### config.mk
export PLATFORM = sky130hd
export DESIGN_NAME = display_update_ctrl
export DESIGN_NICKNAME = d
export VERILOG_FILES = /design/src/rtl/display_update_ctrl.sv
export SDC_FILE = /design/constraint.sdc
export NUM_CORES = 1
export LEC_CHECK = 0
export CORE_ASPECT_RATIO = 1.2
export CORE_MARGIN = 3
export CORE_UTILIZATION = 30
export DETAILED_ROUTE_END_ITERATION = 7
export PLACE_DENSITY_LB_ADDON = 0.3
export SLEW_MARGIN = 20
export SYNTH_ARGS = -nofsm -noshare
export SYNTH_HDL_FRONTEND = slang
export SYNTH_SLANG_ARGS = --single-unit
### constraint.sdc
create_clock -name i_clk -period 6.2 [get_ports i_clk]
set_clock_uncertainty 0.15 [all_clocks]
set_input_delay 1.24 -clock i_clk [delete_from_list [all_inputs] [get_ports i_clk]]
set_output_delay 1.24 -clock i_clk [all_outputs]
set_load 0.01 [all_outputs]
### src/rtl/display_update_ctrl.sv
// display_update_ctrl
// Drives a MAX7219 8-digit LED driver over its 3-wire serial interface.
// After reset it sends a five-word init sequence. On each update strobe it
// sends six digit words (registers 0x01..0x06, seven-segment patterns decoded
// from BCD). An intensity word is appended when the brightness has changed.
// Strobes that arrive while busy collapse into a single pending refresh.
//
// Ports:
//   i_clk          system clock
//   i_reset_n      asynchronous active-low reset
//   i_update_stb   one-cycle refresh request
//   i_digits       six BCD nibbles, [23:20] = leftmost digit
//   i_brightness   MAX7219 intensity value
//   o_serial_dout  MAX7219 DIN
//   o_serial_clk   MAX7219 CLK
//   o_serial_load  MAX7219 LOAD/CS
//   o_busy         init or refresh sequence in progress
module display_update_ctrl #(
  parameter int unsigned CLK_DIV = 2
) (
  input  logic        i_clk,
  input  logic        i_reset_n,
  input  logic        i_update_stb,
  input  logic [23:0] i_digits,
  input  logic [3:0]  i_brightness,
  output logic        o_serial_dout,
  output logic        o_serial_clk,
  output logic        o_serial_load,
  output logic        o_busy
);

  localparam logic [7:0] DIV_LAST = 8'(CLK_DIV - 1);

  typedef enum logic [2:0] {
    ST_INIT     = 3'd0,
    ST_IDLE     = 3'd1,
    ST_SHIFT_LO = 3'd2,
    ST_SHIFT_HI = 3'd3,
    ST_LATCH    = 3'd4,
    ST_GAP      = 3'd5
  } state_t;

  // BCD digit to segment byte (DP=7, A=6 .. G=0); non-BCD values blank.
  function automatic logic [7:0] seg_encode(input logic [3:0] bcd);
    logic [7:0] seg;
    case (bcd)
      4'd0:    seg = 8'h7E;
      4'd1:    seg = 8'h30;
      4'd2:    seg = 8'h6D;
      4'd3:    seg = 8'h79;
      4'd4:    seg = 8'h33;
      4'd5:    seg = 8'h5B;
      4'd6:    seg = 8'h5F;
      4'd7:    seg = 8'h70;
      4'd8:    seg = 8'h7F;
      4'd9:    seg = 8'h7B;
      default: seg = 8'h00;
    endcase
    return seg;
  endfunction

  // The 16-bit word for a given position in the init or refresh sequence.
  function automatic logic [15:0] word_select(input logic       frame,
                                              input logic [2:0]  idx,
                                              input logic [23:0] digits,
                                              input logic [3:0]  bright);
    logic [15:0] word;
    logic [3:0]  nib;
    word = 16'h0000;
    nib  = 4'h0;
    if (frame) begin
      case (idx)
        3'd0:    nib = digits[23:20];
        3'd1:    nib = digits[19:16];
        3'd2:    nib = digits[15:12];
        3'd3:    nib = digits[11:8];
        3'd4:    nib = digits[7:4];
        3'd5:    nib = digits[3:0];
        default: nib = 4'h0;
      endcase
      if (idx == 3'd6) begin
        word = {8'h0A, 4'h0, bright};
      end else begin
        word = {5'b00000, idx + 3'd1, seg_encode(nib)};
      end
    end else begin
      case (idx)
        3'd0:    word = 16'h0C01;
        3'd1:    word = 16'h0F00;
        3'd2:    word = 16'h0900;
        3'd3:    word = 16'h0B05;
        3'd4:    word = {8'h0A, 4'h0, bright};
        default: word = 16'h0000;
      endcase
    end
    return word;
  endfunction

  state_t      state_q, state_d;
  logic [7:0]  div_q, div_d;
  logic [3:0]  bit_q, bit_d;
  logic [2:0]  idx_q, idx_d;
  logic [2:0]  nwords_q, nwords_d;
  logic        frame_q, frame_d;
  logic        pend_q, pend_d;
  logic [23:0] digits_q, digits_d;
  logic [3:0]  bright_q, bright_d;
  logic [3:0]  last_int_q, last_int_d;
  logic        dout_q, dout_d;
  logic        sclk_q, sclk_d;
  logic        load_q, load_d;
  logic        busy_q, busy_d;
  logic        advance_s;
  logic        start_s;
  logic        int_word_s;
  logic [15:0] out_word_s;

  // Next-state, sequencing counters and the registered-output values.
  always_comb begin
    state_d    = state_q;
    div_d      = div_q;
    bit_d      = bit_q;
    idx_d      = idx_q;
    nwords_d   = nwords_q;
    frame_d    = frame_q;
    pend_d     = pend_q;
    digits_d   = digits_q;
    bright_d   = bright_q;
    last_int_d = last_int_q;
    start_s    = 1'b0;
    advance_s  = (div_q == DIV_LAST);
    int_word_s = frame_q ? (idx_q == 3'd6) : (idx_q == 3'd4);

    if (advance_s) begin
      div_d = 8'd0;
    end else begin
      div_d = div_q + 8'd1;
    end

    // Any strobe while a sequence runs is remembered once.
    if ((state_q != ST_IDLE) && i_update_stb) begin
      pend_d = 1'b1;
    end else begin
      pend_d = pend_q;
    end

    case (state_q)
      // INIT doubles as the first low half of bit 15 of the first init word,
      // so the init sequence is exactly five word times long.
      ST_INIT: begin
        bright_d = i_brightness;
        frame_d  = 1'b0;
        nwords_d = 3'd5;
        idx_d    = 3'd0;
        bit_d    = 4'd15;
        if (advance_s) begin
          state_d = ST_SHIFT_HI;
        end else begin
          state_d = ST_SHIFT_LO;
        end
      end
      ST_IDLE: begin
        div_d = 8'd0;
        if (i_update_stb) begin
          start_s = 1'b1;
        end else begin
          state_d = ST_IDLE;
        end
      end
      ST_SHIFT_LO: begin
        if (advance_s) begin
          state_d = ST_SHIFT_HI;
        end else begin
          state_d = ST_SHIFT_LO;
        end
      end
      ST_SHIFT_HI: begin
        if (!advance_s) begin
          state_d = ST_SHIFT_HI;
        end else if (bit_q == 4'd0) begin
          state_d = ST_LATCH;
        end else begin
          state_d = ST_SHIFT_LO;
          bit_d   = bit_q - 4'd1;
        end
      end
      ST_LATCH: begin
        if (advance_s) begin
          state_d = ST_GAP;
          if (int_word_s) begin
            last_int_d = bright_q;
          end else begin
            last_int_d = last_int_q;
          end
        end else begin
          state_d = ST_LATCH;
        end
      end
      ST_GAP: begin
        if (!advance_s) begin
          state_d = ST_GAP;
        end else if (idx_q == (nwords_q - 3'd1)) begin
          // A strobe on this very cycle counts as pending, not lost.
          if (pend_q || i_update_stb) begin
            start_s = 1'b1;
          end else begin
            state_d = ST_IDLE;
            pend_d  = 1'b0;
          end
        end else begin
          state_d = ST_SHIFT_LO;
          idx_d   = idx_q + 3'd1;
          bit_d   = 4'd15;
        end
      end
      default: begin
        state_d = ST_INIT;
      end
    endcase

    if (start_s) begin
      state_d  = ST_SHIFT_LO;
      frame_d  = 1'b1;
      idx_d    = 3'd0;
      bit_d    = 4'd15;
      div_d    = 8'd0;
      pend_d   = 1'b0;
      digits_d = i_digits;
      bright_d = i_brightness;
      nwords_d = (i_brightness != last_int_d) ? 3'd7 : 3'd6;
    end else begin
      nwords_d = nwords_d;
    end

    // Outputs are registered from the next-state values so that they line
    // up with the state register cycle for cycle.
    out_word_s = word_select(frame_d, idx_d, digits_d, bright_d);
    if ((state_d == ST_SHIFT_LO) || (state_d == ST_SHIFT_HI) ||
        (state_d == ST_INIT)) begin
      dout_d = out_word_s[bit_d];
    end else begin
      dout_d = 1'b0;
    end
    sclk_d = (state_d == ST_SHIFT_HI);
    load_d = (state_d == ST_LATCH);
    busy_d = (state_d != ST_IDLE);
  end

  // State, sequencing and output registers.
  always_ff @(posedge i_clk or negedge i_reset_n) begin
    if (!i_reset_n) begin
      state_q    <= ST_INIT;
      div_q      <= 8'd0;
      bit_q      <= 4'd15;
      idx_q      <= 3'd0;
      nwords_q   <= 3'd5;
      frame_q    <= 1'b0;
      pend_q     <= 1'b0;
      digits_q   <= 24'h000000;
      bright_q   <= 4'h0;
      last_int_q <= 4'h0;
      dout_q     <= 1'b0;
      sclk_q     <= 1'b0;
      load_q     <= 1'b0;
      busy_q     <= 1'b1;
    end else begin
      state_q    <= state_d;
      div_q      <= div_d;
      bit_q      <= bit_d;
      idx_q      <= idx_d;
      nwords_q   <= nwords_d;
      frame_q    <= frame_d;
      pend_q     <= pend_d;
      digits_q   <= digits_d;
      bright_q   <= bright_d;
      last_int_q <= last_int_d;
      dout_q     <= dout_d;
      sclk_q     <= sclk_d;
      load_q     <= load_d;
      busy_q     <= busy_d;
    end
  end

  assign o_serial_dout = dout_q;
  assign o_serial_clk  = sclk_q;
  assign o_serial_load = load_q;
  assign o_busy        = busy_q;

endmodule

==> results of run 1 <==
-- how the worst max path moves through the flow --
stage | startpoint | endpoint | slack [ps] | cells after the start
3_3_place_gp | i_update_stb | o_serial_dout | 680 | 15
3_5_place_dp | i_update_stb | o_serial_dout | 600 | 17
4_1_cts | i_update_stb | o_serial_dout | 920 | 17
2_1_floorplan | i_update_stb | o_serial_dout | 1000 | 16
6_report | i_update_stb | o_serial_dout | 910 | 17
5_1_grt | nwords_q[0] | o_serial_dout | 580 | 17
-- cell families (layout without fill, tap and decap cells) --
family / count (synthesis) / count (layout) / synth area share, %
AO/OA/AOI/OAI: 97 / 97 / 18.0
adder cells (fa/ha/maj): 15 / 15 / 5.02
flip-flops: 58 / 58 / 39.0
multiplexers: 20 / 20 / 5.89
buffers and inverters: 40 / 76 / 4.08
AND/OR/NAND/NOR: 188 / 188 / 24.7
XOR/XNOR: 14 / 14 / 3.28
-- state kept, by name (all words and copies together) (netlist names) --
name and count:
digits_q 24, div_q 8, idx_q 3, frame_q 1, o_serial_clk 1, bright_q 4, bit_q 4, o_serial_dout 1
state_q 3, last_int_q 4, o_busy 1, nwords_q 2, o_serial_load 1, pend_q 1
-- layout by cell type (no fill, tap or decap), types with 4 or more instances in the layout --
cell type / count
xnor2_1: 6
inv_1: 16
or4_1: 4
o211ai_1: 4
buf_4: 8
nand2_1: 90
a211o_1: 4
ha_1: 15
dfrtp_1: 52
inv_2: 4
nand3_1: 12
a32o_1: 4
clkdlybuf4s50_1: 33
and3_1: 7
nor2_1: 30
xor2_1: 8
clkbuf_16: 9
dfstp_2: 6
nor3_1: 7
o21ai_0: 19
a21oi_1: 18
mux2i_1: 7
clkinv_2: 4
mux2_2: 11
a31oi_1: 7
or3_1: 5
-- layer usage --
| metal | vias to the layer above | share of wire [%] |
|---|---|---|
| met5 | - | 0 |
| met4 | 0 | 2.6 |
| met3 | 21 | 4.0 |
| met2 | 81 | 49 |
| met1 | 1599 | 44 |
| li1 | 1612 | - |
-- where the power goes --
part	leakage (nW)	total, mW	switching, mW	internal [mW]
Combinational	1.24	0.0327	0.0139	0.0188
Clock	0.134	0.437	0.164	0.273
Sequential	0.761	0.381	0.000524	0.381
-- through the flow --
stage	power (mW)	instance area [um2]
final	0.851	4520
after global routing	0.882	4520
after CTS	0.860	4520
after detailed placement	0.421	4260
after global placement	0.421	4260
after floorplan	0.391	3740
-- worst max-delay path: cells and delay by family --
kind / cells / cell delay (ps)
AO/OA/AOI/OAI: 7 / 1350
adder cells (fa/ha/maj): 3 / 700
buffers and inverters: 3 / 810
AND/OR/NAND/NOR: 4 / 1280
-- final cells by class --
type                            instances  area, um2
Clock buffer                           10        239
Clock inverter                          4       20.0
Fill cell                            1246       7650
Inverter                               20       75.1
Multi-Input combinational cell        334       2130
Sequential cell                        58       1460
Tap cell                              161        201
Timing Repair Buffer                   42        395
==> run summary, run 1 <==
Status = complete, no violations
Detailed Routing Iterations Pass 1 = 5
Worst hold stages = 2
Cell variety after synth = 71
Critical path cell sequence = clkdlybuf4s50_1 -> nor2_1 -> nor4b_4 -> a21oi_2 -> nand2_1 -> inv_1 -> ha_1 -> ha_1 -> a32o_1 -> or4_1 -> inv_1 -> ha_1 -> a31o_2 -> a2bb2oi_1 -> a31oi_1 -> a211o_1 -> a211oi_2
# hold bufs at CTS = 0
Final worst slack = 914 ps
Cells after DPL = 615
DP Worst Slack = 601 ps
Post-Synthesis Cell Area = 3740 um2
Met3 GRT Util = 2.86%
Ys flop type = dfrtp_1
Total track usage = 15.1%
Pwr dens = 188 nW/um2
Post-route clock period utilization = 85.3%
Synth top area cells = dfrtp_1 (35%), nand2_1 (9.0%), ha_1 (5.0%)
Max frequency = 0.189 GHz
Die height = 128 um
Crit path arrival time = 5380 ps
Non-filler cells, final = 629
Hold_sp = digits_q[22]
Mapped Nets = 478
Number of diodes = 0
Sequential-to-total area share from yosys stat = 39.0%
Clock buffer depth = 2
Fin. Hold Viols = 0
Critical Path RT = 6290 ps
M2 GR Usage = 25.2%
Total grt overflow = 0
Crit Path Class = primary input to flop
Max transition margin = 31.0%
Clock transition at the registers of the reported paths = 50 ps
Routed vias/inst = 5.27
Leakage = 2.13 nW
Hold EP = digits_q[22]
Setup bufs post-CTS = 0
RD Place Congestion = 0.855
Global-route wire length before repair = 16.5 mm
Count leader, synth = nand2_1
Final Max Tran Viols = 0
Final wirelength = 9.93 mm
CTS tree = built
Worst vdd ir = 0.000110 V
Vias in the first global route = 3195
Post-layout util = 37.1%
Setup-failing EPs final = 0
DIE WIDTH = 108 um
Initial antenna violation count = 0
Unrepaired setup endpoints after global routing = false
Worst min path class = flop to flop
Worst Path Max Fanout = 7
Met1 usage = 19.2%
CP Capture Type = flop
Detailed-route via count = 3313
Ratio of cells with drive above 1 in the final layout = 12.6%
Max stage delay on crit path = 670 ps
Reg2reg end = o_serial_dout
Sink Count = 58
Number of H-tree levels = 3
Most frequent CP cell = ha_1
Slew at the pin closest to its max-slew limit = 1030 ps
DRC marker count from the first detailed-route iteration = 218
Synth top cells by count = nand2_1 (90), dfrtp_1 (52), nor2_1 (30)
Final min period = 5290 ps
R2R setup slack = 940 ps
Hold slack final = 322 ps
YS warnings = 0
Post-synth top area share = 34.8%
Clock Latency Late Sink = 330 ps
Post_cts resized = 0
TNS Setup = 0 ps
Worst reg2reg startpoint = nwords_q[0]
Buffers on Ports = 34
Synthesized area per cell = 8.66 um2
Root Buffer = clkbuf_16
Final antenna-violating net count = 0
Starting Density = 30.7%
Number of core rows = 44
Pin count of the biggest net entering global routing = 59
Area delta synth->final = 20.8%
Synth Instances = 432
Top Usage Layer GRT = met2
Worst path slowest cell = or4_1
FF+latch count, synth = 58
FF-to-FF path depth = 19
Area leader, netlist = dfrtp_1
CP Launch Type = primary input
MaxCap Viol Count = 0
# IOs = 35
DRC viols = 0
Post-synth ARST share = 100%
WL per Instance = 15.8 um
Die area = 13900 um2
Post-synth EDFFs = 0
Core Box Area = 12200 um2
HPWL after DPL = 7.31 mm
CTS Buf Count = 9
Final net count = 511
No activity file was read; power rests on OpenSTA's default activity.
==> run 2: changes to the inputs <==
==> constraint.sdc (replaced) <==
create_clock -name i_clk -period 5.1 [get_ports i_clk]
set_clock_uncertainty 0.15 [all_clocks]
set_input_delay 1.02 -clock i_clk [delete_from_list [all_inputs] [get_ports i_clk]]
set_output_delay 1.02 -clock i_clk [all_outputs]
set_load 0.01 [all_outputs]
==> run 2 against run 1 <==
Design area grew 4.2%. Via count grew 0.63%. Combinational power grew 20%. Setup slack lost 610 ps. Wire length shrank 0.76%. Sequential share of layout area shrank 1.3 points. Global-route usage is essentially flat. Die area is the same. Clock power grew 18%. Total power grew 20%. Cell count grew 3.5%. Highest routed layer unchanged.
==> run summary, run 2 (synthesis gave the netlist of run 1 again) <==
Met1 wire length = 4.29 mm (was 4.38 mm)
R2R setup slack = 300 ps (was 940 ps)
Worst Path Max Fanout = 4 (was 7)
Final wirelength = 9.85 mm (was 9.93 mm)
Core Box Area = 12200 um2 (unchanged)
Number of H-tree levels = 3 (unchanged)
Final Max Tran Viols = 0 (unchanged)
Final worst slack = 303 ps (was 914 ps)
Non-filler cells, final = 651 (was 629)
Post-route clock period utilization = 94.1%
Max transition margin = 51.0% (was 31.0%)
Largest Register = digits_q (unchanged)
Worst path slowest cell = dfstp_2 (was or4_1)
CTS Buf Count = 9 (unchanged)
Crit path arrival time = 4880 ps (was 5380 ps)
Clock Latency Late Sink = 320 ps (was 330 ps)
Global-route wire length before repair = 16.7 mm (was 16.5 mm)
Sink Count = 58 (unchanged)
Crit Path Class = flop to flop (was primary input to flop)
HPWL after DPL = 7.51 mm (was 7.31 mm)
Cells after DPL = 637 (was 615)
Max reg flops = 24 (unchanged)
CP Capture Type = flop (unchanged)
RD Place Congestion = 0.880 (was 0.855)
Root Buffer = clkbuf_16 (unchanged)
Pin count of the biggest net entering global routing = 59 (unchanged)
Routed vias/inst = 5.12 (was 5.27)
DRC marker count from the first detailed-route iteration = 247 (was 218)
Die height = 128 um (unchanged)
DP Worst Slack = -21.1 ps (was 601 ps)
Met2 Routed Length = 4.91 mm (was 4.89 mm)
Setup bufs post-CTS = 0 (unchanged)
Final min period = 4800 ps
Critical Path RT = 5180 ps (was 6290 ps)
Leakage = 2.24 nW (was 2.13 nW)
Buffers on Ports = 34 (unchanged)
Clock transition at the registers of the reported paths = 50 ps (about the same)
CP Launch Type = flop (was primary input)
Pwr dens = 217 nW/um2 (was 188 nW/um2)
# hold bufs at CTS = 0 (unchanged)
DIE WIDTH = 108 um (unchanged)
Setup-failing EPs final = 0 (unchanged)
Post_cts resized = 0 (unchanged)
# IOs = 35 (unchanged)
Fin. Hold Viols = 0 (unchanged)
Most frequent cells in the layout = nand2_1 (90), dfrtp_1 (52), clkdlybuf4s50_1 (33), nor2_1 (30), buf_4 (29) (was nand2_1 (90), dfrtp_1 (52), clkdlybuf4s50_1 (33), nor2_1 (30), o21ai_0 (19))
Number of diodes = 0 (unchanged)
Ratio of cells with drive above 1 in the final layout = 16.3% (was 12.6%)
CTS tree = built (unchanged)
Critical path cell sequence = inv_1 -> ha_1 -> xnor2_1 -> or3_1 -> a31oi_1 -> o21ai_0 -> a31oi_1 -> inv_1 -> ha_1 -> and3_1 -> a32o_1 -> or4_4 -> ha_1 -> nor4b_1 -> a211oi_1 -> a211o_1 -> a211oi_2 (was clkdlybuf4s50_1 -> nor2_1 -> nor4b_4 -> a21oi_2 -> nand2_1 -> inv_1 -> ha_1 -> ha_1 -> a32o_1 -> or4_1 -> inv_1 -> ha_1 -> a31o_2 -> a2bb2oi_1 -> a31oi_1 -> a211o_1 -> a211oi_2)
Detailed Routing Iterations Pass 1 = 4 (was 5)
Most common cell after layout, fill and taps aside = nand2_1 (unchanged)
DR WL met3 = 366 um (was 396 um)
Final net count = 533 (was 511)
Total grt overflow = 0 (unchanged)
Slew at the pin closest to its max-slew limit = 735 ps (was 1030 ps)
Status = complete, no violations (unchanged)
DRC viols = 0 (unchanged)
Vias in the first global route = 3369 (was 3195)
Largest registers = digits_q x24, div_q x8 (unchanged)
MaxCap Viol Count = 0 (unchanged)
WL per Instance = 15.1 um (was 15.8 um)
Initial antenna violation count = 0 (unchanged)
Clock buffer depth = 2 (unchanged)
Detailed-route via count = 3334 (was 3313)
Worst min path class = flop to flop (unchanged)
Area delta synth->final = 25.8% (was 20.8%)
Highest routed layer = met4 (unchanged)
Die area = 13900 um2 (unchanged)
Worst vdd ir = 0.000133 V (was 0.000110 V)
Total track usage = 15.2% (was 15.1%)
Starting Density = 30.7% (unchanged)
Unrepaired setup endpoints after global routing = false (unchanged)
Final antenna-violating net count = 0 (unchanged)
Max frequency = 0.208 GHz
Most frequent CP cell = ha_1 (unchanged)
Number of core rows = 44 (unchanged)
Max stage delay on crit path = 550 ps (was 670 ps)
run 2: metal layers:
| metal | GRT usage (%) | up-vias |
|---|---|---|
| met5 | 0 | - |
| li1 | - | 1655 |
| met3 | 3.01 | 15 |
| met4 | 6.46 | 0 |
| met1 | 18.6 | 1594 |
| met2 | 25.8 | 70 |
run 2: worst paths after layout:
kind | cells past startpoint | to | from
max in group asynchronous | 2 | bright_q[1] | i_reset_n
min in group asynchronous | 2 | digits_q[6] | i_reset_n
hold / removal | 2 | digits_q[13] | digits_q[13]
setup / recovery | 17 | o_serial_dout | nwords_q[0]
setup reg to reg | 17 | o_serial_dout | nwords_q[0]
hold reg to reg | 2 | digits_q[13] | digits_q[13]
run 2: layout make-up:
class,instances,area [um2]
flip-flops and latches,58,1460
inverters,20,75.1
well taps,161,201
repair buffers,64,573
multi-input cells,334,2140
fillers,1243,7460
clock buffers,14,254
run 2: per-stage QoR:
step                power, mW  utilization [%]  instance area, um2  hold slack (ps)  setup TNS [ps]
global placement        0.511             36.5                4440              301               0
detailed placement      0.511             36.5                4440              303           -21.1
floorplan               0.475                -                3740              279               0
global route             1.07             38.7                4710              345               0
CTS                      1.04             38.6                4690              313               0
finish                   1.02             38.7                4710              312               0
run 2: worst max-delay path, delay by kind of cell (launching register included):
family	cells	cell delay [ps]
compound gates	7	1370
xor+xnor	1	160
fa+ha+maj	3	910
buf+inv	2	180
flops	1	550
simple gates	4	1390
run 2: power by group:
group / leakage, nW / internal [mW] / switching, mW / total, mW
sequential: 0.761 / 0.463 / 0.000754 / 0.464
combinational: 1.35 / 0.0228 / 0.0164 / 0.0392
clock: 0.123 / 0.335 / 0.181 / 0.517
==> run 3: changes to the inputs <==
--- a/config.mk
+++ b/config.mk
@@ -8,9 +8,9 @@
 export CORE_ASPECT_RATIO = 1.2
 export CORE_MARGIN = 3
 export CORE_UTILIZATION = 30
+export CTS_CLUSTER_SIZE = 8
 export DETAILED_ROUTE_END_ITERATION = 7
 export PLACE_DENSITY_LB_ADDON = 0.3
-export SLEW_MARGIN = 20
 export SYNTH_ARGS = -nofsm -noshare
 export SYNTH_HDL_FRONTEND = slang
 export SYNTH_SLANG_ARGS = --single-unit
==> run 3 against run 2 <==
Sequential share of layout area about the same. Highest routed layer unchanged. Global-route usage unchanged. Critical path depth did not move. Clock-buffer cell count unchanged. Total power barely moved. Combinational power is essentially flat. Clock power is essentially flat. Hold slack about the same.
==> run summary, run 3 (synthesis gave the netlist of run 1 again) <==
Worst reg2reg startpoint = nwords_q[0] (unchanged)
Pin count of the biggest net entering global routing = 59 (unchanged)
DIE WIDTH = 108 um (unchanged)
Die height = 128 um (unchanged)
RD Place Congestion = 0.880 (unchanged)
Worst min path class = flop to flop (unchanged)
Die area = 13900 um2 (unchanged)
Max transition margin = 28.3% (was 51.0%)
MaxCap Viol Count = 0 (unchanged)
Global-route wire length before repair = 16.7 mm (unchanged)
Clock Latency Late Sink = 320 ps (about the same)
Most common cell after layout, fill and taps aside = nand2_1 (unchanged)
Final net count = 533 (unchanged)
Core Box Area = 12200 um2 (unchanged)
Fin. Hold Viols = 0 (unchanged)
Max reg flops = 24 (unchanged)
Starting Density = 30.7% (unchanged)
Filler cells = 1242 (was 1243)
Total grt overflow = 0 (unchanged)
Routed vias/inst = 5.13 (was 5.12)
Pwr dens = 217 nW/um2 (about the same)
Setup bufs post-CTS = 0 (unchanged)
CP top delay family = simple AND/OR/NAND/NOR gates (unchanged)
Post-route clock period utilization = 94.7% (was 94.1%)
CP Capture Type = flop (unchanged)
Final Max Tran Viols = 0 (unchanged)
Crit Path Class = flop to flop (unchanged)
Initial antenna violation count = 0 (unchanged)
Clock transition at the registers of the reported paths = 40 ps (was 50 ps)
DRC marker count from the first detailed-route iteration = 249 (was 247)
CTS Buf Count = 9 (unchanged)
Buffers on Ports = 34 (unchanged)
Number of H-tree levels = 3 (unchanged)
Hold_sp = digits_q[16] (was digits_q[13])
TNS Setup = 0 ps (unchanged)
Highest routed layer = met4 (unchanged)
Max stage delay on crit path = 560 ps (was 550 ps)
Max frequency = 0.207 GHz (was 0.208 GHz)
Most frequent cells in the layout = nand2_1 (90), dfrtp_1 (52), clkdlybuf4s50_1 (33), nor2_1 (30), buf_4 (29) (unchanged)
Worst Path Max Fanout = 4 (unchanged)
Ratio of cells with drive above 1 in the final layout = 16.1% (was 16.3%)
Final Cell Area = 4700 um2 (was 4710 um2)
Leakage = 2.24 nW (about the same)
Flip-flop and latch area = 1460 um2 (unchanged)
Met1 wire length = 4.31 mm (was 4.29 mm)
Unrepaired setup endpoints after global routing = false (unchanged)
Critical path cell sequence = inv_1 -> ha_1 -> xnor2_1 -> or3_1 -> a31oi_1 -> o21ai_0 -> a31oi_1 -> inv_1 -> ha_1 -> and3_1 -> a32o_1 -> or4_4 -> ha_1 -> nor4b_1 -> a211oi_1 -> a211o_1 -> a211oi_2 (unchanged)
Area of the multi-input gates = 2140 um2 (about the same)
Final wirelength = 9.85 mm (about the same)
Number of diodes = 0 (unchanged)
Worst path slowest cell = dfstp_2 (unchanged)
Final antenna-violating net count = 0 (unchanged)
Critical Path RT = 5180 ps (about the same)
Largest Register = digits_q (unchanged)
CP Launch Type = flop (unchanged)
Detailed-route via count = 3337 (was 3334)
Clock buffer depth = 2 (unchanged)
WL per Instance = 15.1 um (about the same)
Largest registers = digits_q x24, div_q x8 (unchanged)
Post-layout util = 38.6% (was 38.7%)
Slew at the pin closest to its max-slew limit = 1070 ps (was 735 ps)
Number of core rows = 44 (unchanged)
Setup-failing EPs final = 0 (unchanged)
Sink Count = 58 (unchanged)
Worst Path Buf+Inv = 2 (unchanged)
Met2 Routed Length = 4.87 mm (was 4.91 mm)
Detailed Routing Iterations Pass 1 = 4 (unchanged)
CTS tree = built (unchanged)
# IOs = 35 (unchanged)
DRC viols = 0 (unchanged)
Status = complete, no violations (unchanged)
Most frequent CP cell = ha_1 (unchanged)
Final min period = 4830 ps (was 4800 ps)
Crit path arrival time = 4910 ps (was 4880 ps)
Vias in the first global route = 3369 (unchanged)
DP Area = 4440 um2 (unchanged)
Worst Setup SP = nwords_q[0] (unchanged)
Root Buffer = clkbuf_16 (unchanged)
Post_cts resized = 0 (unchanged)
DR WL met3 = 363 um (was 366 um)
# hold bufs at CTS = 0 (unchanged)
Worst vdd ir = 0.000133 V (about the same)
Area delta synth->final = 25.7% (was 25.8%)
HPWL after DPL = 7.51 mm (unchanged)
Total track usage = 15.2% (unchanged)
==> run 3: cell counts in the layout (fill, tap and decap cells not counted) <==
Identical to the previous run, type by type.
==> run 3: final cells by class <==
type / count / area share, %
multi-input combinational: 334 / 45.5
timing repair buffer: 64 / 12.2
sequential: 58 / 31.0
clock buffer: 14 / 5.40
inverter: 20 / 1.60
tap: 161 / 4.29
==> run 3: where the power goes <==
| group | leakage, nW | internal (mW) | switching (mW) |
|---|---|---|---|
| registers | 0.761 | 0.463 | 0.000754 |
| clock network | 0.123 | 0.335 | 0.181 |
| logic | 1.35 | 0.0228 | 0.0164 |
==> run 3: tightest hold or removal path, delay by kind of cell (launching register included) <==
family | cells | cell delay [ps]
AND/OR/NAND/NOR | 2 | 110
flip-flops | 1 | 310
==> run 3: path summary, 6_finish.rpt <==
| check | cells after the start | slack, ps | end |
|---|---|---|---|
| max in group asynchronous | 2 | 3610 | bright_q[1] |
| worst max-delay path | 17 | 270 | o_serial_dout |
| min in group asynchronous | 2 | 700 | digits_q[18] |
| worst max register to register | 17 | 270 | o_serial_dout |
| worst min register to register | 2 | 310 | digits_q[16] |
| worst min-delay path | 2 | 310 | digits_q[16] |
==> run 3: layer usage <==
layer	vias to the layer above	GRT usage (%)
li1	1652	-
met1	1600	18.6
met2	68	25.8
met3	17	3.01
met4	0	6.46
met5	-	0
==> run 3: metrics by stage <==
step                power, mW  worst slack [ps]  hold slack, ps  std cells
global route             1.07              16.1             345        651
global placement        0.511              34.2             301        637
detailed placement      0.511             -21.1             303        637
floorplan               0.475               121             279        432
CTS                      1.04               184             313        651
finish                   1.02               270             312        651
